==> src/rtl/irrigation_pkg.sv <==
// Shared constants and types for the irrigation usage/quota datapath.
package irrigation_pkg;
    localparam int USAGE_W   = 6;
    localparam int NUM_USERS = 4;

    // Index 0 is user 0.
    localparam int DEFAULT_QUOTA [4] = '{40, 30, 20, 35};

    typedef logic [USAGE_W-1:0] word_t;
endpackage

==> src/rtl/pulse_sync_edge.sv <==
// Two-flop synchroniser followed by a one-cycle rising-edge detector.
module pulse_sync_edge (
    input  logic clk,
    input  logic rst_n,
    input  logic i_async,
    output logic o_rise
);
    logic r_sync1;
    logic r_sync2;
    logic r_prev;

    always_ff @(posedge clk) begin
        if (!rst_n) begin
            r_sync1 <= 1'b0;
            r_sync2 <= 1'b0;
            r_prev  <= 1'b0;
        end else begin
            r_sync1 <= i_async;
            r_sync2 <= r_sync1;
            r_prev  <= r_sync2;
        end
    end

    assign o_rise = r_sync2 & ~r_prev;
endmodule

==> src/rtl/usage_quota_bank.sv <==
// Per-user saturating usage counters, run-time quotas, and exceeded/leak flags
// driven by the synchronised flow-meter pulse.
module usage_quota_bank #(
    parameter int WIDTH     = 6,
    parameter int NUM_USERS = 4
) (
    input  logic                       clk,
    input  logic                       rst_n,
    input  logic                       flow_pulse,
    input  logic [1:0]                 user_select,
    input  logic                       count_en,
    input  logic                       reset_user,
    input  logic                       quota_wr,
    input  logic [WIDTH-1:0]           quota_set,
    output logic [NUM_USERS*WIDTH-1:0] usage_flat,
    output logic [NUM_USERS*WIDTH-1:0] quota_flat,
    output logic [WIDTH-1:0]           usage_out,
    output logic [WIDTH-1:0]           quota_out,
    output logic [NUM_USERS-1:0]       quota_exceeded,
    output logic [NUM_USERS-1:0]       leak_detect
);
    import irrigation_pkg::*;

    localparam logic [WIDTH-1:0] USAGE_MAX = '1;

    logic                 w_rise;
    logic [WIDTH-1:0]     r_usage     [NUM_USERS];
    logic [WIDTH-1:0]     r_quota     [NUM_USERS];
    logic [WIDTH-1:0]     w_usage_nxt [NUM_USERS];
    logic [WIDTH-1:0]     w_quota_nxt [NUM_USERS];
    logic [NUM_USERS-1:0] r_exceeded;
    logic [NUM_USERS-1:0] r_leak;
    logic [NUM_USERS-1:0] w_leak_nxt;
    logic [NUM_USERS-1:0] w_exc_nxt;

    pulse_sync_edge u_sync (
        .clk     (clk),
        .rst_n   (rst_n),
        .i_async (flow_pulse),
        .o_rise  (w_rise)
    );

    always_comb begin
        for (int i = 0; i < NUM_USERS; i++) begin
            w_usage_nxt[i] = r_usage[i];
            w_quota_nxt[i] = r_quota[i];
        end
        w_leak_nxt = r_leak;

        if (w_rise) begin
            if (count_en) begin
                if (r_usage[user_select] != USAGE_MAX)
                    w_usage_nxt[user_select] = r_usage[user_select] + WIDTH'(1);
            end else begin
                w_leak_nxt[user_select] = 1'b1;
            end
        end

        // Clear is applied after the count so it wins over a coincident rise.
        if (reset_user) begin
            w_usage_nxt[user_select] = '0;
            w_leak_nxt[user_select]  = 1'b0;
        end

        if (quota_wr)
            w_quota_nxt[user_select] = quota_set;

        for (int i = 0; i < NUM_USERS; i++)
            w_exc_nxt[i] = (w_usage_nxt[i] > w_quota_nxt[i]);
    end

    always_ff @(posedge clk) begin
        if (!rst_n) begin
            for (int i = 0; i < NUM_USERS; i++) begin
                r_usage[i] <= '0;
                r_quota[i] <= WIDTH'(DEFAULT_QUOTA[i]);
            end
            r_exceeded <= '0;
            r_leak     <= '0;
        end else begin
            for (int i = 0; i < NUM_USERS; i++) begin
                r_usage[i] <= w_usage_nxt[i];
                r_quota[i] <= w_quota_nxt[i];
            end
            r_exceeded <= w_exc_nxt;
            r_leak     <= w_leak_nxt;
        end
    end

    for (genvar g = 0; g < NUM_USERS; g++) begin : g_flat
        assign usage_flat[g*WIDTH +: WIDTH] = r_usage[g];
        assign quota_flat[g*WIDTH +: WIDTH] = r_quota[g];
    end

    assign usage_out      = r_usage[user_select];
    assign quota_out      = r_quota[user_select];
    assign quota_exceeded = r_exceeded;
    assign leak_detect    = r_leak;
endmodule

==> config.mk <==
export PLATFORM = sky130hd
export DESIGN_NAME = usage_quota_bank
export DESIGN_NICKNAME = d
export VERILOG_FILES = /design/src/rtl/irrigation_pkg.sv /design/src/rtl/pulse_sync_edge.sv /design/src/rtl/usage_quota_bank.sv
export SDC_FILE = /design/constraint.sdc
export NUM_CORES = 1
export LEC_CHECK = 0
export CORE_UTILIZATION = 30
export DETAILED_ROUTE_END_ITERATION = 16
export HOLD_SLACK_MARGIN = 0.03
export SLEW_MARGIN = 20
export SYNTH_ARGS = -nofsm -noshare
export SYNTH_HDL_FRONTEND = slang
export SYNTH_SLANG_ARGS = --single-unit
==> constraint.sdc <==
create_clock -name clk -period 7.1 [get_ports clk]
set_input_delay 1.775 -clock clk [delete_from_list [all_inputs] [get_ports clk]]
set_output_delay 1.775 -clock clk [all_outputs]
set_load 0.02 [all_outputs]
==> flow_metrics.tcl <==
set metrics [dict create \
    vdd_drop_max_mv 0.0636 \
    slew_headroom 0.367 \
    clock.fmax_mhz 169 \
    avgSynthCellArea_sq_um 9.98 \
    setup_viol 0 \
    fin_skew_ps 11.0 \
    start_util 0.308 \
    global_route.peak_usage_layer "met2" \
    cts_tree "yes" \
    antenna_found_initial 0 \
    pre_cts_ws_ps 1100 \
    final_layout_size_suffix_gt1_frac 0.112 \
    detail_route.first_pass.iterations 4 \
    wirelength_mm 10.0 \
    power_density_nw_per_um2 173 \
    required_ps 5330 \
    first_iter_violations 147 \
    grtUsageMet3 0.0293 \
    synth-edff-count 0 \
    syn_area_sq_um 3180 \
    cts_buffers 9 \
    cts_root_buf "clkbuf_8" \
    clk_transition_reported_paths_ps 70 \
    num_vias 2780 \
    core-area_sq_um 10300 \
    outcome "finished clean" \
    cellLeakagePower_uw 0.00176 \
    port_buffers 81 \
    crit_path_start_kind "primary input" \
    fp.dieW_um 105 \
    antenna_cells 0 \
    dp.cells 523 \
    async_reset_ff_frac 0 \
    grt_pass1_wl_mm 15.6 \
    areaGrowthSynthToFinish_pct 35.0 \
    syn_inst 319 \
    drtAntennaViolNets 0 \
    final_cell_area_sq_um 4300 \
    num_rows 37 \
    cp.arrival_ps 4130 \
    viasPerCell 5.16 \
    nets 437 \
    synth.distinct_cells 44 \
    grt_max_degree 39 \
    die_h_um 105 \
    final_common_cell "clkdlybuf4s50_1" \
    grt_setup_unrepaired "false" \
    netlist.area_leader.share 0.371 \
    grt_use_met2 0.303 \
    report.final.slew_viol_count 0 \
    htreeDepth 3 \
    dpl-instance-area_sq_um 4110 \
    crit_fanout 20 \
    hold_buffers 0 \
    path_class "primary input to output pin" \
    gp_congestion 0.826 \
    grt_pass1_vias 2777 \
    synth-main-ff-cell "dfxtp_1" \
    synth_area_leaders "dfxtp_1 37%, ha_1 9.8%, mux4_2 7.8%" \
    finalHoldViolations 0 \
    clkSinkCount 59 \
    layout.cells.most_common_list "81 x clkdlybuf4s50_1, 59 x dfxtp_1, 27 x nand2_1, 25 x ha_1, 22 x and2_1" \
    yosys_register_bits 59 \
    maxCapViolCount 0 \
    fin_tns_setup_ps 0 \
    syn-num-nets 358 \
    grt_usage 0.187 \
    final_util 0.416 \
    ioPinCount 82 \
    grt_overflow_total 0 \
    final_cells 539 \
    endpoint_kind "output pin" \
    tightest_slew_ps 947 \
    dpl.hpwl_mm 7.74 \
    die-area_sq_um 11000 \
    fin_crit_ps 5910 \
    ys.warnings.count 0 \
    grt_use_met1 0.242 \
    min_path_type "flop to flop" \
    yosys.area.top_type "dfxtp_1" \
    drt-wirelength-per-cell_um 18.6 \
    ys_seq_area_frac 0.371 \
    cts_setup_buffers 0 \
    fin_ws_ps 1190 \
    ctsLongestPathBuffers 2 \
    post_cts_resized 0 \
    clk_latency_ps 340 \
    min_period_over_period 0.832 \
    drc 0 \
]
## sequential cells by signal (all words and copies together), names as in the netlist
register        cells
leak_detect         4
quota_exceeded      4
r_quota            24
r_usage            24
u_sync.r_prev       1
u_sync.r_sync1      1
u_sync.r_sync2      1
## logic make-up (layout without fill, tap and decap cells)
family	after synthesis	count (layout)	synth area share
buffers and inverters	22	106	0.0307
xor gates and xnor gates	4	4	0.0110
muxes	37	37	0.162
adders and majority gates	25	25	0.0983
and+or+nand+nor	102	102	0.163
AOI/OAI and AO/OA	70	70	0.164
DFF	59	59	0.371
## power breakdown
part / switching, uW / total [uW] / internal, uW
Sequential: 5.03 / 342 / 337
Combinational: 56.7 / 101 / 44.6
Clock: 137 / 298 / 161
## per-layer routing
| layer | routed length, um | up-vias |
|---|---|---|
| met4 | 238 | 0 |
| met3 | 477 | 17 |
| met2 | 4780 | 87 |
| li1 | - | 1318 |
| met1 | 4510 | 1358 |
| met5 | 0 | - |
## through the flow
| stage | hold slack, ps | total power (uW) |
|---|---|---|
| 2_1_floorplan | 412 | 407 |
| 3_3_place_gp | 427 | 450 |
| 3_5_place_dp | 422 | 450 |
| 4_1_cts | 438 | 746 |
| 5_1_grt | 466 | 766 |
| 6_report | 437 | 741 |
## cells in the mapped netlist (9+ instances only)
library cell  count
mux2i_1          21
and2_1           22
nand2_1          27
mux4_2           11
a21oi_1          17
dfxtp_1          59
ha_1             25
a22o_1           11
clkbuf_1          9
nand3_1          13
nor2_1           20
## worst max-delay path: stages
cell and delay [ps]:
clkdlybuf4s50_1 1090, mux2_2 330, nor2_1 40, a21oi_1 240
clkdlybuf4s50_1 650
## worst paths after layout
check	start	slack (ps)	depth (start not counted)	endpoint
min reg2reg	u_sync.r_sync1	440	1	u_sync.r_sync2
max reg2reg	r_usage[0][0]	3520	15	quota_exceeded[1]
min	u_sync.r_sync1	440	1	u_sync.r_sync2
max	user_select[1]	1190	5	usage_out[5]
## area by class of cell
type	instances	area [sq um]
clock buffer	11	131
inverter	6	22.5
timing repair buffer	84	833
clock inverter	5	53.8
fill	1020	6030
tap	136	170
multi-input combinational	238	1900
sequential	59	1180
Power figures use the tool's default switching activity.
